$ cat src/rtl/gpio_pad_ctrl.sv
// gpio_pad_ctrl
// Pad-side companion of the GPIO register block.
//   - Decodes the 2-bit per-pin mode from reg_ctrl and drives registered
//     pad output value (io_out) and output enable (io_oe).
//   - Conditions raw pad inputs through a two-flop synchronizer and, when
//     built with the GPIO_PAD_DEBOUNCE_EN macro, a per-pin debounce filter.
//     The conditioned level is returned on io_pin_o.
//   - Latches filtered edges of input-mode pins into sticky pending bits and
//     raises a level interrupt (OR of pending bits).
//
// Configuration macro: GPIO_PAD_DEBOUNCE_EN
//   defined   : per-pin debounce counters, DEBOUNCE_CYCLES stable cycles
//   undefined : filtered level follows the synchronizer every cycle
//
// Ports
//   clk        : clock
//   rst_n      : synchronous active-low reset
//   reg_ctrl   : GPIO control register, 2 bits per pin
//                (00 Hi-Z, 01 output, 10 input, 11 reserved = Hi-Z)
//   reg_data   : GPIO data register, bit i = output value of pin i
//   io_in      : raw asynchronous pad input
//   io_out     : pad output value
//   io_oe      : pad output enable, 1 = drive
//   io_pin_o   : conditioned input level toward the GPIO block
//   irq_clr_i  : write-1-to-clear strobe for pending bits
//   irq_pend_o : sticky edge-pending bits
//   irq_o      : OR of pending bits

module gpio_pad_ctrl #(
  parameter int GPIO_NUM        = 16,
  parameter int DEBOUNCE_CYCLES = 4
) (
  input  logic        clk,
  input  logic        rst_n,
  input  logic [31:0] reg_ctrl,
  input  logic [31:0] reg_data,
  input  logic [15:0] io_in,
  output logic [15:0] io_out,
  output logic [15:0] io_oe,
  output logic [15:0] io_pin_o,
  input  logic [15:0] irq_clr_i,
  output logic [15:0] irq_pend_o,
  output logic        irq_o
);

  // Pins at or above GPIO_NUM are held at 0 in every register.
  localparam logic [31:0] PIN_MASK_W = (32'h1 << GPIO_NUM) - 32'h1;
  localparam logic [15:0] PIN_MASK   = PIN_MASK_W[15:0];

  logic [15:0] out_next;
  logic [15:0] oe_next;
  logic [15:0] in_mode;
  logic [15:0] s1;
  logic [15:0] s2;
  logic [15:0] filt;
  logic [15:0] filt_next;
  logic [15:0] pend;
  logic [15:0] pend_set;
  logic [15:0] out_q;
  logic [15:0] oe_q;

  // Upper data bits have no pin to drive.
  logic unused_data;
  assign unused_data = ^reg_data[31:16];

  always_comb begin
    out_next = '0;
    oe_next  = '0;
    in_mode  = '0;
    for (int i = 0; i < 16; i++) begin
      oe_next[i]  = (reg_ctrl[2*i +: 2] == 2'b01);
      out_next[i] = (reg_ctrl[2*i +: 2] == 2'b01) & reg_data[i];
      in_mode[i]  = (reg_ctrl[2*i +: 2] == 2'b10);
    end
    out_next = out_next & PIN_MASK;
    oe_next  = oe_next & PIN_MASK;
    in_mode  = in_mode & PIN_MASK;
  end

`ifdef GPIO_PAD_DEBOUNCE_EN
  localparam int CNT_W = (DEBOUNCE_CYCLES < 2) ? 1 : $clog2(DEBOUNCE_CYCLES + 1);
  localparam logic [CNT_W-1:0] CNT_MAX = CNT_W'(DEBOUNCE_CYCLES - 1);

  logic [CNT_W-1:0] cnt      [16];
  logic [CNT_W-1:0] cnt_next [16];

  // Accept a new level only after it has differed from filt for
  // DEBOUNCE_CYCLES consecutive cycles; any return to filt restarts the count.
  always_comb begin
    filt_next = filt;
    for (int i = 0; i < 16; i++) begin
      cnt_next[i] = cnt[i];
      if (s2[i] == filt[i]) begin
        cnt_next[i] = '0;
      end else if (cnt[i] == CNT_MAX) begin
        filt_next[i] = s2[i];
        cnt_next[i]  = '0;
      end else begin
        cnt_next[i] = cnt[i] + CNT_W'(1);
      end
    end
  end

  always_ff @(posedge clk) begin
    for (int i = 0; i < 16; i++) begin
      if (!rst_n) cnt[i] <= '0;
      else        cnt[i] <= cnt_next[i];
    end
  end
`else
  logic [31:0] unused_dbc;
  assign unused_dbc = DEBOUNCE_CYCLES;
  assign filt_next  = s2;
`endif

  // A pending bit sets on any filtered edge of an input-mode pin; the set
  // term is OR'd after the clear so a coincident edge is never lost.
  assign pend_set = (filt_next ^ filt) & in_mode;

  always_ff @(posedge clk) begin
    if (!rst_n) begin
      s1    <= '0;
      s2    <= '0;
      filt  <= '0;
      pend  <= '0;
      out_q <= '0;
      oe_q  <= '0;
    end else begin
      s1    <= io_in & PIN_MASK;
      s2    <= s1;
      filt  <= filt_next;
      pend  <= ((pend & ~irq_clr_i) | pend_set) & PIN_MASK;
      out_q <= out_next;
      oe_q  <= oe_next;
    end
  end

  assign io_out     = out_q;
  assign io_oe      = oe_q;
  assign io_pin_o   = filt;
  assign irq_pend_o = pend;
  assign irq_o      = |pend;

endmodule

$ cat config.mk
export PLATFORM = sky130hd
export DESIGN_NAME = gpio_pad_ctrl
export DESIGN_NICKNAME = d
export VERILOG_FILES = /design/src/rtl/gpio_pad_ctrl.sv
export SDC_FILE = /design/constraint.sdc
export NUM_CORES = 1
export LEC_CHECK = 0
export CORE_MARGIN = 2
export CORE_UTILIZATION = 38
export DETAILED_ROUTE_END_ITERATION = 7
export HOLD_SLACK_MARGIN = 0.15
export PLACE_DENSITY_LB_ADDON = 0.05
export RECOVER_POWER = 100
export SETUP_SLACK_MARGIN = 0.15
export SYNTH_ARGS = -nofsm -noshare
export SYNTH_HDL_FRONTEND = slang
export SYNTH_SLANG_ARGS = --single-unit
export TNS_END_PERCENT = 1
$ cat constraint.sdc
create_clock -name clk -period 1.18 [get_ports clk]
set_clock_uncertainty 0.1 [all_clocks]
set_input_delay 0.236 -clock clk [delete_from_list [all_inputs] [get_ports clk]]
set_output_delay 0.236 -clock clk [all_outputs]
set_load 0.005 [all_outputs]
# Word-level counts from Yosys, hierarchy flattened
# Index checks and enable logic that the tools add are counted.
# W data, S select, Z words.
op_classes:
  eq_ne: 32
  bitwise_logic: 21
  reduce_logical: 1
ops:
  columns: ["operator", "n"]
  rows:
  - ["$and A16 B16 Y16", 2]
  - ["$eq A2 B1 Y1 const B", 16]
  - ["$eq A2 B2 Y1 const B", 16]
  - ["$and A1 B1 Y1", 16]
  - ["$not A16 Y16", 1]
  - ["$or A16 B16 Y16", 1]
  - ["$reduce_or A16 Y1", 1]
  - ["$xor A16 B16 Y16", 1]
word_totals:
  out_inout_bits: 65
  in_bits: 98
  word_cells: 60
  regBits: 96

# Depth between registers and ports, before layout
# Gate-level depths: netlist of run 1.
logic_depth:
  depth_word: 3
  depth_mapped: 4
  mapped_depth_nobuf: 2

# Least setup slack after synthesis of run 1
# Ideal clock, no wire load.
synth_path:
  path_kind: "register -> output"
  startpoint: "register pend[3], in the netlist irq_pend_o[3]"
  endpoint: "output irq_o"
  t_arrival_ns: 0.695
  path_slack_ns: 0.149
  path_stages_with_launch: 3
  n_path_buf: 0
  required_time_ns: 0.844
  path_cell_list: "dfxtp_1 -> nor4_1 -> nand4_1"
synth_via:
  elab_chain_len: 1
synth_rtl:
  columns: ["element", "line_no", "source"]
  rows:
  - ["start: declaration", "57", "logic [15:0] pend;"]
  - ["start signal: assignment", "132", "pend <= ((pend & ~irq_clr_i) | pend_set) & PIN_MASK;"]
  - ["$reduce_or A16 Y1", "142", "assign irq_o = |pend;"]
  - ["end: declaration", "43", "output logic irq_o"]
# Every way passes these cells.

# Final worst setup path of run 1
layout_path:
  startpoint: "register pend[2], in the netlist irq_pend_o[2]"
  endpoint: "output irq_o"
# The elaborated chain is that of the path after synthesis.

==> out/summary.md, run 1 <==
- true — unrepaired setup endpoints after global routing
- 63.55% — area share of the largest cell type after synthesis
- 66 — starting DRC count in detailed routing
- 93.21 µm — Die W
- 7.095 mm — wire length reported by the detailed router
- irq_pend_o[2] — Worst setup startpoint
- nor4_4, buf_4, nand4_1, buf_2 — critical-path cell list
- 350 ps — insertion delay to the later sink of the worst-skew pair
- 56.0% — register share of total power
- 1249 nW/µm² — power per cell area
- 0.5976 GHz — maximum frequency from static timing analysis
- 353 — net count after synthesis
- 33.7% — relative contribution of the clock network to total power
- 4 — First-pass DRT Iterations
- 0 — detailed-route DRC error count
- 10.68 mm — wire length of the first global-routing pass
- 20 — # setup viols final
- 10.2% — Comb power frac
- 4855 µm² — cell area after layout
- 59.88% — max_slew headroom
- 0 — GRT overflow
- sky130_fd_sc_hd__clkbuf_8 — buffer cell driving the clock tree root
- 0 — remaining antenna violation count
- 96 — clock sink count
- 2 — Max FO, Critical Path
- sky130_fd_sc_hd__dfxtp_2 — Slowest cell on crit path
- flop to primary output — critical path class
- 0 — number of max-capacitance violations reported
- 28.80% — share of final-layout standard cells stronger than drive strength 1
- 0 — endpoints failing hold
- 2337 — Via Count
- 96 — number of storage elements in the synthesis netlist
- 9 — CTS buffer count
- 32 — floorplan row count
- 0 — number of warnings issued by yosys
- input port to flop — type of the worst min-delay path
- 0 — number of pins with negative max-slew slack in the final report
- 601.8 ps — worst-margin pin slew
- 0 — # diodes
- 535 — net count of the finished layout
- 528 — Cells after DPL
- 543 — count of placed standard cells in the final layout, fillers left out
- 1340 ps — worst endpoint data arrival time
- 2.087 nW — Pleak
- 4830 µm² — standard cell area after detailed placement
- 13 — Netlist cell types
- 220 ps — Worst R2R Setup Slack
- 664 — Filler Cells Inserted
- 39.14% — initial core utilization
- -542.8 ps — Placement Setup Slack
- 0 — hold buffers post-CTS
- 21.68% — switching share of power
- 1673 ps — Final Critical Period
- 141.8% — ratio of final minimum period to clock period
- 63.55% — post-synthesis sequential area ratio
- 826.0 µV — peak ir drop on the vdd network
- 11.86 µm² — syn_area_per_cell
- 163 — number of top-level pins
- irq_o — capture point of the critical path
- io_pin_o[5] — Crit Reg-Reg Startpoint
- 1954 µm² — area occupied by registers
- 16.30% — GRT Total Usage
- 2111 — number of global-route vias before repair
- 255 — post-synthesis cell count
- 3024 µm² — synthesized area
- 7727 µm² — area of the core
- irq_pend_o[5] — r2r endpoint
- sky130_fd_sc_hd__dfxtp_1, sky130_fd_sc_hd__and2_1, sky130_fd_sc_hd__nand3b_1, sky130_fd_sc_hd__and3b_1, sky130_fd_sc_hd__xnor2_1 — Synth area leaders
- 1.314 mW — power dissipated by switching net loads
- 0 — number of antenna violations at the first check in global routing
- 3 — worst-case reg-to-reg path depth
- -493.4 ps — Final WS setup
- 1055 µm² — footprint of the multi-input gates
- 5.332 mm — detailed-placement wirelength estimate
- 93.21 µm — Chip Height
- 100 ps — clock-pin transition on the worst setup and hold timing paths
- primary output — kind of end point of the critical path
- 0 — Post-CTS Repair Setup Buffers
- 13.07 µm — routed length per placed instance
- yes — CTS tree
- 8688 µm² — die area
- 2 — maximum number of buffers from clock root to sink
- 60.53% — Area Growth Syn to Fin
- 0.8644 — Placer Congestion
- 350 ps — worst stage delay on the critical path
- 4.304 — vias per inst
- 37 — largest net degree at the start of global routing
- flop — critical path startpoint category
- setup timing — violations in the final reports
- 3 — number of H-tree levels
- 146 — number of buffer cells added on primary ports
- 62.82% — Finished Core Util
- 840 ps — WP data required
- 4.748 mW — internal power consumption
- finished, violations left — outcome
- sky130_fd_sc_hd__dfxtp_1 — post-synth top area cell
[per-layer routing]
layer  vias to the layer above  share of wire [%]  routed length, µm  global-route usage (%)
li1                       1205                  -                  -                       -
met1                      1028                 47               3310                   21.29
met2                        95                 43               3074                   24.70
met3                         9                8.2                583                   5.157
met4                         0                1.8                127                   7.353
met5                         -                  0                  0                       0
[worst max-delay path, delay by kind of cell, from the launching register on]
family | cells | cell delay, ps
buffers and inverters | 2 | 300
DFF | 1 | 350
and+or+nand+nor | 2 | 330
[power by group through the flow]
stage | combinational (mW) | clock, mW | sequential [mW]
global placement | 0.680 | 0 | 3.46
finish | 0.621 | 2.04 | 3.40
detailed placement | 0.686 | 0 | 3.47
CTS | 0.647 | 2.08 | 3.40
floorplan | 0.188 | 0 | 3.48
global route | 0.675 | 2.24 | 3.41
[sequential cells by signal, summed over array words and instances (netlist names)]
register,cells
io_pin_o,16
io_out,16
irq_pend_o,16
s1,16
io_oe,16
filt_next,16
[logic make-up (layout without fill, tap and decap cells)]
family,count (synthesis),in the layout,synth area share (%)
compound gates,16,16,2.648
simple gates,117,117,26.85
xor+xnor,16,16,4.634
flops,96,96,63.55
buf+inv,10,196,2.316
[Yosys cell counts]
library cell	number
sky130_fd_sc_hd__clkbuf_1	3
sky130_fd_sc_hd__buf_6	3
sky130_fd_sc_hd__nor4_1	4
sky130_fd_sc_hd__nand3b_1	32
sky130_fd_sc_hd__and2_1	64
sky130_fd_sc_hd__and3b_1	16
sky130_fd_sc_hd__buf_4	2
sky130_fd_sc_hd__xnor2_1	16
sky130_fd_sc_hd__buf_2	1
sky130_fd_sc_hd__dfxtp_1	96
sky130_fd_sc_hd__clkbuf_2	1
sky130_fd_sc_hd__nand4_1	1
sky130_fd_sc_hd__o21ai_1	16
[through the flow]
| step | total power [mW] | hold slack, ps | TNS [ps] |
|---|---|---|---|
| 6_report | 6.062 | 261.2 | -1764 |
| 3_3_place_gp | 4.144 | 314.8 | -2668 |
| 5_1_grt | 6.321 | 258.4 | -4064 |
| 2_1_floorplan | 3.663 | 257.7 | 0 |
| 3_5_place_dp | 4.155 | 318.4 | -3010 |
| 4_1_cts | 6.127 | 246.4 | -3478 |
[placed cells by master (no fill, tap or decap), types with 3 or more instances in the layout]
cell type	Yosys	final
sky130_fd_sc_hd__dfxtp_2	0	26
sky130_fd_sc_hd__nor4_1	4	3
sky130_fd_sc_hd__clkbuf_8	0	9
sky130_fd_sc_hd__buf_2	1	21
sky130_fd_sc_hd__buf_6	3	23
sky130_fd_sc_hd__clkbuf_1	3	14
sky130_fd_sc_hd__o21ai_1	16	11
sky130_fd_sc_hd__clkinv_2	0	3
sky130_fd_sc_hd__xnor2_1	16	15
sky130_fd_sc_hd__and2_1	64	54
sky130_fd_sc_hd__clkbuf_2	1	11
sky130_fd_sc_hd__dfxtp_1	96	70
sky130_fd_sc_hd__buf_4	2	27
sky130_fd_sc_hd__nand3b_1	32	32
sky130_fd_sc_hd__dlygate4sd2_1	0	3
sky130_fd_sc_hd__and3b_1	16	16
sky130_fd_sc_hd__clkdlybuf4s50_1	0	65
sky130_fd_sc_hd__dlygate4sd3_1	0	15
sky130_fd_sc_hd__o21ai_0	0	5
sky130_fd_sc_hd__and2_0	0	10
[repair_timing]
item,4_1_cts,5_1_grt
pin swaps,1,0
setup endpoints to repair,65,67
gates resized for setup,264,40
[cell type report]
cell class	count	share of cell area (%)
sequential	96	40.26
clock inverter	6	1.263
tap	102	2.629
timing repair buffer	181	31.57
clock buffer	9	2.552
multi-input combinational	149	21.73
[worst min path at each step]
| stage | cells after the start | end | start | slack [ps] |
|---|---|---|---|---|
| 2_1_floorplan | 1 | io_out[0] | reg_data[0] | 260 |
| 3_3_place_gp | 1 | filt_next[1] | s1[1] | 310 |
| 3_5_place_dp | 1 | filt_next[3] | s1[3] | 320 |
| 4_1_cts | 4 | irq_pend_o[2] | rst_n | 250 |
| 5_1_grt | 4 | irq_pend_o[6] | rst_n | 260 |
| 6_report | 4 | irq_pend_o[6] | rst_n | 260 |
No activity file was read; power rests on OpenSTA's default activity.
==> inputs of run 2 (changes only) <==
- REMOVE_ABC_BUFFERS: unset -> 1
- clock period: 1.18 -> 1.8 ns (I/O delays scaled with it)
==> out/summary.md, run 2 (synthesis results as in run 1) <==
- flop to primary output — critical path class, unchanged
- 12.31 µm — routed length per placed instance, was 13.07 µm
- 6.340 mm — wire length reported by the detailed router, was 7.095 mm
- 58.46% — Area Growth Syn to Fin, was 60.53%
- sky130_fd_sc_hd__clkbuf_8 — buffer cell driving the clock tree root, unchanged
- 3 — number of H-tree levels, unchanged
- 4 — First-pass DRT Iterations, unchanged
- 8688 µm² — die area, unchanged
- nor4_4, buf_4, nand4_1, buf_2 — critical-path cell list, unchanged
- flop to flop — type of the worst min-delay path, was input port to flop
- 506 — net count of the finished layout, was 535
- 2 — Max FO, Critical Path, unchanged
- 99.71% — ratio of final minimum period to clock period
- 21.48% — switching share of power, was 21.68%
- 0 — endpoints failing hold, unchanged
- 679 — Filler Cells Inserted, was 664
- 163 — number of top-level pins, unchanged
- sky130_fd_sc_hd__dfxtp_2 — Slowest cell on crit path, unchanged
- 2140 — number of global-route vias before repair, was 2111
- flop — critical path startpoint category, unchanged
- 39.14% — initial core utilization, unchanged
- 1951 µm² — area occupied by registers, was 1954 µm²
- yes — CTS tree, unchanged
- 578.6 µV — peak ir drop on the vdd network, was 826.0 µV
- 1795 ps — Final Critical Period
- 821.2 ps — worst-margin pin slew, was 601.8 ps
- 0.7226 — Placer Congestion, was 0.8644
- 32 — floorplan row count, unchanged
- 90 ps — clock-pin transition on the worst setup and hold timing paths, was 100 ps
- 340 ps — worst stage delay on the critical path, was 350 ps
- 0 — # setup viols final, was 20
- 9 — CTS buffer count, unchanged
- 0 — remaining antenna violation count, unchanged
- 3.128 mW — internal power consumption, was 4.748 mW
- 93.21 µm — Chip Height, unchanged
- 45.25% — max_slew headroom, was 59.88%
- completed — outcome, was finished, violations left
- 1330 ps — worst endpoint data arrival time, was 1340 ps
- 1340 ps — WP data required, was 840 ps
- 62.01% — Finished Core Util, was 62.82%
- 9.853 mm — wire length of the first global-routing pass, was 10.68 mm
- 0 — detailed-route DRC error count, unchanged
- 0 — number of pins with negative max-slew slack in the final report, unchanged
- 146 — number of buffer cells added on primary ports, unchanged
- 855.8 µW — power dissipated by switching net loads, was 1.314 mW
- 0 — hold buffers post-CTS, unchanged
- 9.7% — Comb power frac, was 10.2%
- primary output — kind of end point of the critical path, unchanged
- 11.62% — share of final-layout standard cells stronger than drive strength 1, was 28.80%
- sky130_fd_sc_hd__clkdlybuf4s50_1 — most common cell after layout, fill and taps aside, was sky130_fd_sc_hd__dfxtp_1
- 831.3 nW/µm² — power per cell area, was 1249 nW/µm²
- 340 ps — insertion delay to the later sink of the worst-skew pair, was 350 ps
- 5.229 ps — Final WS setup, was -493.4 ps
- 14.60% — GRT Total Usage, was 16.30%
- 96 — clock sink count, unchanged
- 4588 µm² — standard cell area after detailed placement, was 4830 µm²
- true — unrepaired setup endpoints after global routing, unchanged
- 0 — number of max-capacitance violations reported, unchanged
- 0 ps — setup tns final, was -1764 ps
- 0 — # diodes, unchanged
- 4.375 — vias per inst, was 4.304
- 2253 — Via Count, was 2337
- 0 — number of antenna violations at the first check in global routing, unchanged
- 0.5572 GHz — maximum frequency from static timing analysis
- 7727 µm² — area of the core, unchanged
- 0 — GRT overflow, unchanged
- 2 — maximum number of buffers from clock root to sink, unchanged
- 4.562 mm — detailed-placement wirelength estimate, was 5.332 mm
- 2.080 nW — Pleak, was 2.087 nW
- -39.02 ps — Placement Setup Slack, was -542.8 ps
- 4792 µm² — cell area after layout, was 4855 µm²
- 515 — count of placed standard cells in the final layout, fillers left out, was 543
- 1054 µm² — footprint of the multi-input gates, was 1055 µm²
- 34.4% — relative contribution of the clock network to total power, was 33.7%
- 93.21 µm — Die W, unchanged
- sky130_fd_sc_hd__clkdlybuf4s50_1, sky130_fd_sc_hd__dfxtp_1, sky130_fd_sc_hd__and2_1 — highest-count cells in the layout ignoring fill and taps, was sky130_fd_sc_hd__dfxtp_1, sky130_fd_sc_hd__clkdlybuf4s50_1, sky130_fd_sc_hd__and2_1
- 66 — starting DRC count in detailed routing, unchanged
- 97 — largest net degree at the start of global routing, was 37
- 55.9% — register share of total power, was 56.0%
- 498 — Cells after DPL, was 528
run 2: cell count changes in the layout (fill, tap and decap cells not counted), sizes merged, moves of 5 or more:
cell | previous run | this run
clkdlybuf4s50 | 65 | 88
dlygate4sd2 | 3 | 36
clkbuf | 34 | 11
buf | 72 | 7
clkdlybuf4s25 | 0 | 15
dlygate4sd3 | 15 | 0
dlymetal6s2s | 0 | 5
run 2: final cells by class:
cell class,count,share of cell area [%]
clock inverters,6,1.436
repair buffers,152,30.55
clock buffers,10,2.663
multi-input cells,149,21.98
flip-flops and latches,96,40.70
well taps,102,2.663
run 2: timing repair:
action | in CTS | in global routing
setup endpoints to repair | 37 | 21
setup buffers | 1 | 0
pin swaps | 1 | 0
endpoints found under the hold margin | 0 | 0
gates resized for setup | 60 | 26
run 2: path summary, 6_finish.rpt:
path,from,endpoint,slack [ps],cells after the start
max reg2reg,irq_pend_o[0],irq_pend_o[0],930,3
max,irq_pend_o[0],irq_o,5,4
min reg2reg,s1[14],filt_next[14],340,1
min,s1[14],filt_next[14],340,1
run 2: power groups by stage:
| stage | clock [mW] | combinational [mW] | sequential, mW |
|---|---|---|---|
| 2_1_floorplan | 0 | 0.0941 | 2.28 |
| 3_3_place_gp | 0 | 0.413 | 2.27 |
| 3_5_place_dp | 0 | 0.416 | 2.28 |
| 4_1_cts | 1.42 | 0.402 | 2.23 |
| 5_1_grt | 1.51 | 0.421 | 2.24 |
| 6_report | 1.37 | 0.385 | 2.23 |
run 2: critical path, delay by kind of cell (launching register included):
kind	cells	cell delay (ps)
flops	1	340
simple gates	2	340
buf+inv	2	310
run 2: per-layer routing:
metal / up-vias / GRT usage [%] / routed length, µm
li1: 1150 / - / -
met1: 1010 / 17.45 / 2745
met2: 88 / 24.03 / 2976
met3: 5 / 5.077 / 553
met4: 0 / 5.882 / 64
met5: - / 0 / 0
run 2: stage by stage:
step | hold slack (ps) | total power [mW]
finish | 337.0 | 3.984
global route | 352.1 | 4.170
CTS | 339.1 | 4.052
detailed placement | 318.6 | 2.692
global placement | 313.9 | 2.685
floorplan | 311.8 | 2.372
